<file path="config.mk">
export PLATFORM = sky130hd
export DESIGN_NAME = spi_slave_burst
export DESIGN_NICKNAME = d
export VERILOG_FILES = /design/src/rtl/spi_slave_burst.sv
export SDC_FILE = /design/constraint.sdc
export NUM_CORES = 1
export LEC_CHECK = 0
export BUFFER_PORTS_ARGS = -buffer_cell sky130_fd_sc_hd__buf_4
export CAP_MARGIN = 20
export CORE_MARGIN = 2
export CORE_UTILIZATION = 48
export DETAILED_ROUTE_END_ITERATION = 7
export PLACE_DENSITY = 0.76
export SETUP_SLACK_MARGIN = 0.02
export SYNTH_ARGS = -nofsm -noshare
export SYNTH_HDL_FRONTEND = slang
export SYNTH_SLANG_ARGS = --single-unit
</file>
<file path="constraint.sdc">
create_clock -name clk -period 2.1 [get_ports clk]
set_input_delay 0.21 -clock clk [delete_from_list [all_inputs] [get_ports clk]]
set_output_delay 0.21 -clock clk [all_outputs]
set_load 0.005 [all_outputs]
</file>
<file path="src/rtl/spi_slave_burst.sv">
// spi_slave_burst: SPI slave register-access port with burst read/write and
// address auto-increment. SCLK, CSB and MOSI are oversampled in the clk
// domain through 2-flop synchronisers. All four SPI modes are selected
// through CPOL/CPHA.
//
// Frame (MSB first): 8-bit command (bit7 = 1 read, 0 write), NB_ADDR-bit
// start address, then any number of NB_DATA-bit data words until CSB rises.
//
// Ports:
//   clk, reset         system clock, synchronous active-high reset
//   sclk, csb, mosi    asynchronous SPI inputs
//   rd_data            read data, valid RD_LATENCY clks after rd_req
//   miso, miso_oe      master-in data and its output enable
//   addr_out           memory address, valid while wr_req/rd_req is high
//   wr_data            write data, valid while wr_req is high
//   wr_req, rd_req     single-cycle request strobes
//   busy               frame in progress
//   frame_err          single-cycle pulse when a frame ends mid-word
module spi_slave_burst #(
  parameter int NB_DATA    = 8,
  parameter int NB_ADDR    = 8,
  parameter int CPOL       = 0,
  parameter int CPHA       = 0,
  parameter int RD_LATENCY = 1
) (
  input  logic               clk,
  input  logic               reset,
  input  logic               sclk,
  input  logic               csb,
  input  logic               mosi,
  input  logic [NB_DATA-1:0] rd_data,
  output logic               miso,
  output logic               miso_oe,
  output logic [NB_ADDR-1:0] addr_out,
  output logic [NB_DATA-1:0] wr_data,
  output logic               wr_req,
  output logic               rd_req,
  output logic               busy,
  output logic               frame_err
);

  localparam int MAXW_AD = (NB_ADDR > 8) ? NB_ADDR : 8;
  localparam int MAXW    = (NB_DATA > MAXW_AD) ? NB_DATA : MAXW_AD;
  localparam int CNT_W   = $clog2(MAXW);

  // Modes 0 and 3 sample on the rising SCLK edge, modes 1 and 2 on falling.
  localparam logic SAMPLE_RISE = (CPOL == CPHA);
  localparam logic SCLK_IDLE   = (CPOL != 0);

  typedef enum logic [2:0] {
    WAIT_CS,
    IDLE,
    CMD,
    ADDR,
    WDATA,
    RDATA
  } state_t;

  state_t state, state_nxt;

  logic [1:0] sclk_sync, csb_sync, mosi_sync;
  logic       sclk_prev, csb_prev;
  logic       sclk_s, csb_s, mosi_s;
  logic       sclk_edge, sample, csb_fall;

  logic [CNT_W-1:0] bit_cnt;
  logic [MAXW-2:0]  shift;
  logic [MAXW-1:0]  shift_nxt;
  logic             is_read;
  logic [NB_ADDR-1:0] addr;
  logic [NB_DATA-1:0] tx_word;
  logic [2:0]         lat_cnt;
  logic               latch_now;
  logic               active, field_last;

  // ---------------------------------------------------------------------
  // Input synchronisers and edge detection.
  // The CSB chain resets low so that a CSB already low at reset release
  // never looks like a falling edge; a CSB already high just walks the
  // FSM from WAIT_CS to IDLE without a spurious edge either.
  // ---------------------------------------------------------------------
  always_ff @(posedge clk) begin
    if (reset) begin
      sclk_sync <= {2{SCLK_IDLE}};
      sclk_prev <= SCLK_IDLE;
      csb_sync  <= '0;
      csb_prev  <= 1'b0;
      mosi_sync <= '0;
    end else begin
      sclk_sync <= {sclk_sync[0], sclk};
      sclk_prev <= sclk_sync[1];
      csb_sync  <= {csb_sync[0], csb};
      csb_prev  <= csb_sync[1];
      mosi_sync <= {mosi_sync[0], mosi};
    end
  end

  assign sclk_s    = sclk_sync[1];
  assign csb_s     = csb_sync[1];
  assign mosi_s    = mosi_sync[1];
  assign sclk_edge = SAMPLE_RISE ? (sclk_s & ~sclk_prev) : (~sclk_s & sclk_prev);
  assign sample    = sclk_edge & ~csb_s;
  assign csb_fall  = ~csb_s & csb_prev;
  assign shift_nxt = {shift, mosi_s};

  // ---------------------------------------------------------------------
  // FSM: state register
  // ---------------------------------------------------------------------
  always_ff @(posedge clk) begin
    if (reset) begin
      state <= WAIT_CS;
    end else begin
      state <= state_nxt;
    end
  end

  // ---------------------------------------------------------------------
  // FSM: next state and decoded outputs
  // ---------------------------------------------------------------------
  always_comb begin
    state_nxt  = state;
    active     = 1'b0;
    field_last = 1'b0;

    case (state)
      CMD:   field_last = (bit_cnt == CNT_W'(7));
      ADDR:  field_last = (bit_cnt == CNT_W'(NB_ADDR - 1));
      WDATA: field_last = (bit_cnt == CNT_W'(NB_DATA - 1));
      RDATA: field_last = (bit_cnt == CNT_W'(NB_DATA - 1));
      default: field_last = 1'b0;
    endcase

    case (state)
      WAIT_CS: begin
        if (csb_s) state_nxt = IDLE;
      end
      IDLE: begin
        if (csb_fall) state_nxt = CMD;
      end
      CMD: begin
        active = 1'b1;
        if (csb_s) state_nxt = IDLE;
        else if (sample && field_last) state_nxt = ADDR;
      end
      ADDR: begin
        active = 1'b1;
        if (csb_s) state_nxt = IDLE;
        else if (sample && field_last) state_nxt = is_read ? RDATA : WDATA;
      end
      WDATA, RDATA: begin
        active = 1'b1;
        if (csb_s) state_nxt = IDLE;
      end
      default: state_nxt = WAIT_CS;
    endcase
  end

  assign busy    = active;
  assign miso_oe = (state == RDATA) && !csb_s;

  // MSB-first bit select of the transmit word by the current bit index.
  always_comb begin
    miso = 1'b0;
    if (state == RDATA) begin
      for (int unsigned i = 0; i < NB_DATA; i++) begin
        if (bit_cnt == CNT_W'(NB_DATA - 1 - i)) miso = tx_word[i];
      end
    end
  end

  // Reads are spaced a full word apart, far longer than RD_LATENCY, so a
  // single down-counter is enough to time the return of the one
  // outstanding read.
  assign latch_now = (RD_LATENCY == 0) ? rd_req : (lat_cnt == 3'd1);

  // ---------------------------------------------------------------------
  // Datapath
  // ---------------------------------------------------------------------
  always_ff @(posedge clk) begin
    if (reset) begin
      bit_cnt   <= '0;
      shift     <= '0;
      is_read   <= 1'b0;
      addr      <= '0;
      wr_data   <= '0;
      wr_req    <= 1'b0;
      rd_req    <= 1'b0;
      frame_err <= 1'b0;
      tx_word   <= '0;
      lat_cnt   <= '0;
    end else begin
      wr_req    <= 1'b0;
      rd_req    <= 1'b0;
      frame_err <= 1'b0;

      if (rd_req) lat_cnt <= 3'(RD_LATENCY);
      else if (lat_cnt != '0) lat_cnt <= lat_cnt - 3'd1;

      if (latch_now) tx_word <= rd_data;

      // Each request consumes the current address.
      if (wr_req || rd_req) addr <= addr + NB_ADDR'(1);

      if (active && csb_s) begin
        // End of frame: clean on a word boundary, error otherwise.
        frame_err <= (bit_cnt != '0);
        bit_cnt   <= '0;
      end else if (!active) begin
        bit_cnt <= '0;
      end else if (sample) begin
        shift <= shift_nxt[MAXW-2:0];
        if (field_last) bit_cnt <= '0;
        else            bit_cnt <= bit_cnt + CNT_W'(1);

        if (state == CMD && bit_cnt == '0) is_read <= mosi_s;

        if (field_last) begin
          case (state)
            ADDR: begin
              addr   <= shift_nxt[NB_ADDR-1:0];
              rd_req <= is_read;
            end
            WDATA: begin
              wr_req  <= 1'b1;
              wr_data <= shift_nxt[NB_DATA-1:0];
            end
            RDATA: rd_req <= 1'b1;
            default: ;
          endcase
        end
      end
    end
  end

  assign addr_out = addr;

endmodule

</file>
After elaboration in Yosys (flattened, before gate mapping)
Index checks and enable logic that the tools add are counted.
{ "totals": {"ff_bits": 52, "latch_bits": 0, "ram_bits": 0, "mem_bits_ro": 0, "inputBits": 13, "out_inout_bits": 22, "elab_cells": 97, "n_memories": 0} }
{ "classes": {"addsub": 3, "n_mul": 0, "div": 0, "order_cmp": 0, "eq_ne": 17, "shift": 0, "muxes": 30, "bitwise": 9, "reduce_logical": 21} }
{ "ops": {"columns": ["operator", "n"], "rows": [
  ["$mux W8", 6],
  ["$mux W3", 7],
  ["$eq A3 B3 Y1 const B", 6],
  ["$mux W1", 15],
  ["$eq A3 B2 Y1 const B", 4],
  ["$pmux W3 S4", 1],
  ["$eq A3 B1 Y1 const B", 3],
  ["$add A8 B1 Y8 const B", 1],
  ["$reduce_and A4 Y1", 2],
  ["$logic_not A3 Y1", 2],
  ["$ne A3 B3 Y1 const B", 2],
  ["$not A1 Y1", 6],
  ["$reduce_bool A3 Y1", 2],
  ["$reduce_or A3 Y1", 2],
  ["$reduce_and A5 Y1", 1],
  ["$reduce_or A5 Y1", 1],
  ["$logic_and A1 B1 Y1", 4],
  ["$reduce_or A2 Y1", 2],
  ["$reduce_or A4 Y1", 1],
  ["$add A3 B1 Y3 const B", 1],
  ["$and A1 B1 Y1", 3],
  ["$reduce_and A3 Y1", 1],
  ["$sub A3 B1 Y3 const B", 1],
  ["$ne A2 B1 Y1 const B", 1],
  ["5 further kinds", 5]
]} }

Depth between registers and ports, before layout
{ "logic_depth": {"ltp_word": 10, "ltp_mapped": 7, "depth_no_buf": 6} }

Least setup slack after synthesis
No wires, ideal clock.
{ "synth_path": {"path_kind": "reg-to-reg", "from": "reg bit_cnt[0]", "to": "reg wr_data[0]", "setup_time_ns": 0.128, "arrival_time_ns": 1.597, "required_ns": 1.972, "path_slack_ns": 0.375, "stages_incl_launch_ff": 8, "path_buffers": 1, "period_less_slack_ns": 1.725, "path_cell_list": "dfxtp_1 > ha_1 > ha_1 > nand4bb_1 > or3_1 > buf_2 > mux2i_1 > nor2_1"} }
{ "synth_via": {"elab_chain_cells": 3} }
{ "synth_rtl": {"columns": ["element", "line", "rtl"], "rows": [
  ["from (decl)", "66", "logic [CNT_W-1:0] bit_cnt;"],
  ["from (signal assigned)", "213", "else bit_cnt <= bit_cnt + CNT_W'(1);"],
  ["$eq A3 B3 Y1", null, null],
  ["$mux W1", null, null],
  ["$reduce_and A5 Y1 (no line)", null, null],
  ["to (signal assigned)", "225", "wr_data <= shift_nxt[NB_DATA-1:0];"],
  ["to (decl)", "35", "output logic [NB_DATA-1:0] wr_data,"]
]} }
No other way between the ends.
A chain may end at the register's enable or synchronous reset.

Final worst setup path
{ "layout_path": {"from": "reg bit_cnt[0]", "to": "out miso"} }
{ "layout_via": {"elab_chain_cells": 10, "elab_cells_between_ends": 17, "classes_between": "eq/ne (7); mux (9); reduce/logical (1)"} }
{ "layout_rtl": {"columns": ["element", "line", "rtl"], "rows": [
  ["$eq A3 B3 Y1", "166", "if (bit_cnt == CNT_W'(NB_DATA - 1 - i)) miso = tx_word[i];"],
  ["$mux W1 (7 in a row)", "166", null],
  ["$mux W1 *", "166", null],
  ["$mux W1 *", "164", "if (state == RDATA) begin"],
  ["to (decl)", "32", "output logic miso,"]
]} }
Every way passes the cells marked *; elsewhere a longest branch is shown, timed or not.

==> insert_results.sql <==
INSERT INTO impl_metrics (metric_group, metric, value, unit) VALUES
('sta', 'rsz0062_at_grt', 'no', ''),
('floorplanning', 'floorplan.die_area', '5470', 'µm²'),
('detailed_routing', 'routedWlPerCell', '12.4', 'µm'),
('detailed_routing', 'totalWireLength', '4390', 'µm'),
('cells_and_area', 'register_area', '1050', 'µm²'),
('critical_path', 'worstPathRequired', '1.89', 'ns'),
('global_route', 'global_route_wire_length_before_repair', '7360', 'µm'),
('critical_path', 'slowest_delay', '0.37', 'ns'),
('cells_and_area', 'num-fill-cells', '415', ''),
('floorplanning', 'initial_core_utilization', '0.497', ''),
('placed_design', 'io_buffers', '34', ''),
('power_and_ir_drop', 'power.density', '712', 'nW/µm²'),
('logic_synthesis', 'post_synth_fa_ha_maj_area_fraction', '0.0533', ''),
('logic_synthesis', 'synthXorXnorAreaFrac', '0.0298', ''),
('critical_path', 'setup.worst_path.start_class', 'flop', ''),
('logic_synthesis', 'postSynth.topFlopCell', 'dfxtp_1', ''),
('global_route', 'first_global_vias', '1686', ''),
('clock_network', 'clock-sinks', '52', ''),
('clock_network', 'cts.repair_timing.setup_buffer_count', '0', ''),
('hold_path', 'hold-path-endpoint', 'csb_sync[0]', ''),
('logic_synthesis', 'synth.lib_cells_used.distinct', '43', ''),
('logic_synthesis', 'synth_enable_flop_cells', '0', ''),
('sta', 'finalWorstPathRequiredPeriod', '1.99', 'ns'),
('cells_and_area', 'design.final.nets', '309', ''),
('clock_network', 'tritoncts', 'built', ''),
('logic_synthesis', 'post-synth-top-count-cell', 'dfxtp_1', ''),
('logic_synthesis', 'seq_total_area_yosys', '0.443', ''),
('critical_path', 'crit_path_top_delay_cell', 'dfxtp_4', ''),
('status', 'run_status', 'finished clean', ''),
('critical_path', 'number_of_buffer_and_inverter_stages_on_the_critical_path', '2', ''),
('power_and_ir_drop', 'power', '1.98', 'mW'),
('floorplanning', 'num_rows', '25', ''),
('logic_synthesis', 'post_synthesis_instance_area', '2350', 'µm²'),
('hold_path', 'min_from', 'csb', ''),
('sta', 'maxSlewHeadroom', '0.660', ''),
('sta', 'final_critical_path_share_of_the_clock_period', '0.945', ''),
('clock_network', 'clk_pin_slew_worst_paths', '0.09', 'ns'),
('clock_network', 'ctsRootBufferMaster', 'clkbuf_8', ''),
('clock_network', 'clk_latency', '0.30', 'ns'),
('critical_path', 'reg2reg_from', 'bit_cnt[0]', ''),
('power_and_ir_drop', 'power_leakage', '1.11', 'nW'),
('critical_path', 'timing.critical_path.fanout_max', '5', ''),
('global_route', 'grt_antenna_before_repair', '0', ''),
('detailed_routing', 'antenna_left', '0', ''),
('logic_synthesis', 'synthesis.area_per_instance', '9.25', 'µm²'),
('sta', 'final.setup.tns', '0', 'ns'),
('logic_synthesis', 'postSynthNetCount', '277', ''),
('detailed_routing', 'drt-pass1-iter-count', '4', ''),
('sta', 'setup_viol', '0', ''),
('logic_synthesis', 'post_synth_most_frequent_cells', 'dfxtp_1, nor2_1, mux2i_1', ''),
('logic_synthesis', 'synth.yosys.warnings', '0', ''),
('critical_path', 'setup.reg_to_reg.worst_slack', '0.25', 'ns'),
('detailed_routing', 'detailroute.via_count', '1816', ''),
('logic_synthesis', 'async_flop_share', '0', ''),
('placed_design', 'place_congestion', '0.791', ''),
('placed_design', 'dpl.hpwl', '3080', 'µm'),
('global_route', 'grt_usage', '0.172', ''),
('logic_synthesis', 'syn-instance-count', '254', ''),
('detailed_routing', 'drtIter0Drc', '91', ''),
('sta', 'finClkSkew', '0.00547', 'ns'),
('global_route', 'overflow', '0', ''),
('logic_synthesis', 'synth-compound-area-share', '0.122', ''),
('critical_path', 'critical_path.endpoint_type', 'output port', ''),
('logic_synthesis', 'combinational_family_with_the_most_area_after_synthesis', 'simple AND/OR/NAND/NOR gates', ''),
('detailed_routing', 'route.detailed.drc', '0', ''),
('clock_network', 'tritoncts.num_buffers', '5', ''),
('sta', 'hold_viol_final', '0', ''),
('clock_network', 'cts_max_path_buffers', '2', ''),
('critical_path', 'critical_path.top_delay_family', 'compound AO/OA/AOI/OAI gates', ''),
('critical_path', 'crit_chain', 'inv_1 > ha_1 > a21oi_1 > o22ai_1 > o221ai_1 > a221oi_2 > buf_4', ''),
('floorplanning', 'io_pins', '35', '');
==> cells in the final DEF (no fill, tap or decap), types with 2 or more instances in the layout <==
cell type and instances:
nand2b_1 6, a21oi_1 16, o21ai_0 6, dfxtp_1 49
ha_4 2, ha_1 6, dfxtp_2 2, nor2_1 43
a211oi_1 2, buf_4 37, nand2_1 15, a311oi_2 2
a211oi_2 5, mux2i_1 20, nor2b_1 10, and3_1 2
ha_2 2, xnor2_1 6, or3_1 2, nor3_1 5
xor2_1 2, nand3_1 8, clkbuf_8 6, inv_1 11
==> where the power goes <==
group	switching (mW)	leakage (nW)	total (mW)	internal, mW
clock network	0.313	0.0473	0.576	0.263
registers	0.0421	0.424	1.09	1.05
logic	0.157	0.642	0.310	0.154
total	0.511	1.11	1.98	1.47
==> worst max-delay path by stage <==
| stage | start | endpoint | slack (ns) | depth (start not counted) |
|---|---|---|---|---|
| 5_1_grt | bit_cnt[0] | miso | 0.02 | 7 |
| 3_3_place_gp | bit_cnt[0] | wr_data[2] | 0.17 | 6 |
| 3_5_place_dp | bit_cnt[0] | wr_data[1] | 0.08 | 6 |
| 2_1_floorplan | bit_cnt[0] | wr_data[0] | 0.38 | 7 |
| 6_report | bit_cnt[0] | miso | 0.11 | 7 |
| 4_1_cts | bit_cnt[0] | miso | 0.04 | 7 |
==> metrics by stage <==
| stage | hold slack [ns] | instance area, µm² | std cells | util | setup slack (ns) |
|---|---|---|---|---|---|
| CTS | 0.110 | 2750 | 353 | 0.581 | 0.0391 |
| finish | 0.114 | 2780 | 353 | 0.588 | 0.115 |
| detailed placement | 0.428 | 2640 | 346 | 0.559 | 0.0783 |
| global placement | 0.419 | 2640 | 346 | 0.559 | 0.174 |
| floorplan | 0.338 | 2350 | 254 | - | 0.375 |
| global route | 0.115 | 2780 | 353 | 0.588 | 0.0229 |
==> cell families (layout without fill, tap and decap cells) <==
kind of cell	Yosys count	in the layout
AO/OA/AOI/OAI	40	40
adder cells (fa/ha/maj)	10	10
buffers and inverters	23	55
multiplexers	20	20
AND/OR/NAND/NOR	101	101
XOR/XNOR	8	8
flip-flops	52	52
==> per-layer routing <==
layer | global-route usage | wire (µm)
met5 | 0 | 0
met4 | 0.0808 | 105
met3 | 0.0339 | 128
met2 | 0.289 | 2120
met1 | 0.214 | 2040
==> registers in the layout, indices dropped and copies added, names as in the netlist, 3 cells and up <==
name	cells
state	3
lat_cnt	3
addr_out	8
shift	7
bit_cnt	3
wr_data	8
tx_word	8
==> what timing repair did <==
| item | CTS | global route |
|---|---|---|
| gates cloned | 0 | 0 |
| setup endpoints to repair | 1 | 6 |
| pin swaps | 1 | 0 |
| gates resized for setup | 4 | 7 |
==> worst reg2reg max path: stages (launching register included) <==
cell	delay, ns
dfxtp_4	0.39
ha_4	0.15
ha_4	0.15
nand4bb_1	0.15
or3_1	0.57
mux2i_1	0.26
nor2_1	0.06
==> final cells by class <==
type,count,share of cell area
multi-input combinational,179,0.445
sequential,52,0.377
timing repair buffer,37,0.100
tap,67,0.0302
clock buffer,6,0.0297
inverter,11,0.0149
clock inverter,1,0.00315
(Power assumes the default switching activity.)
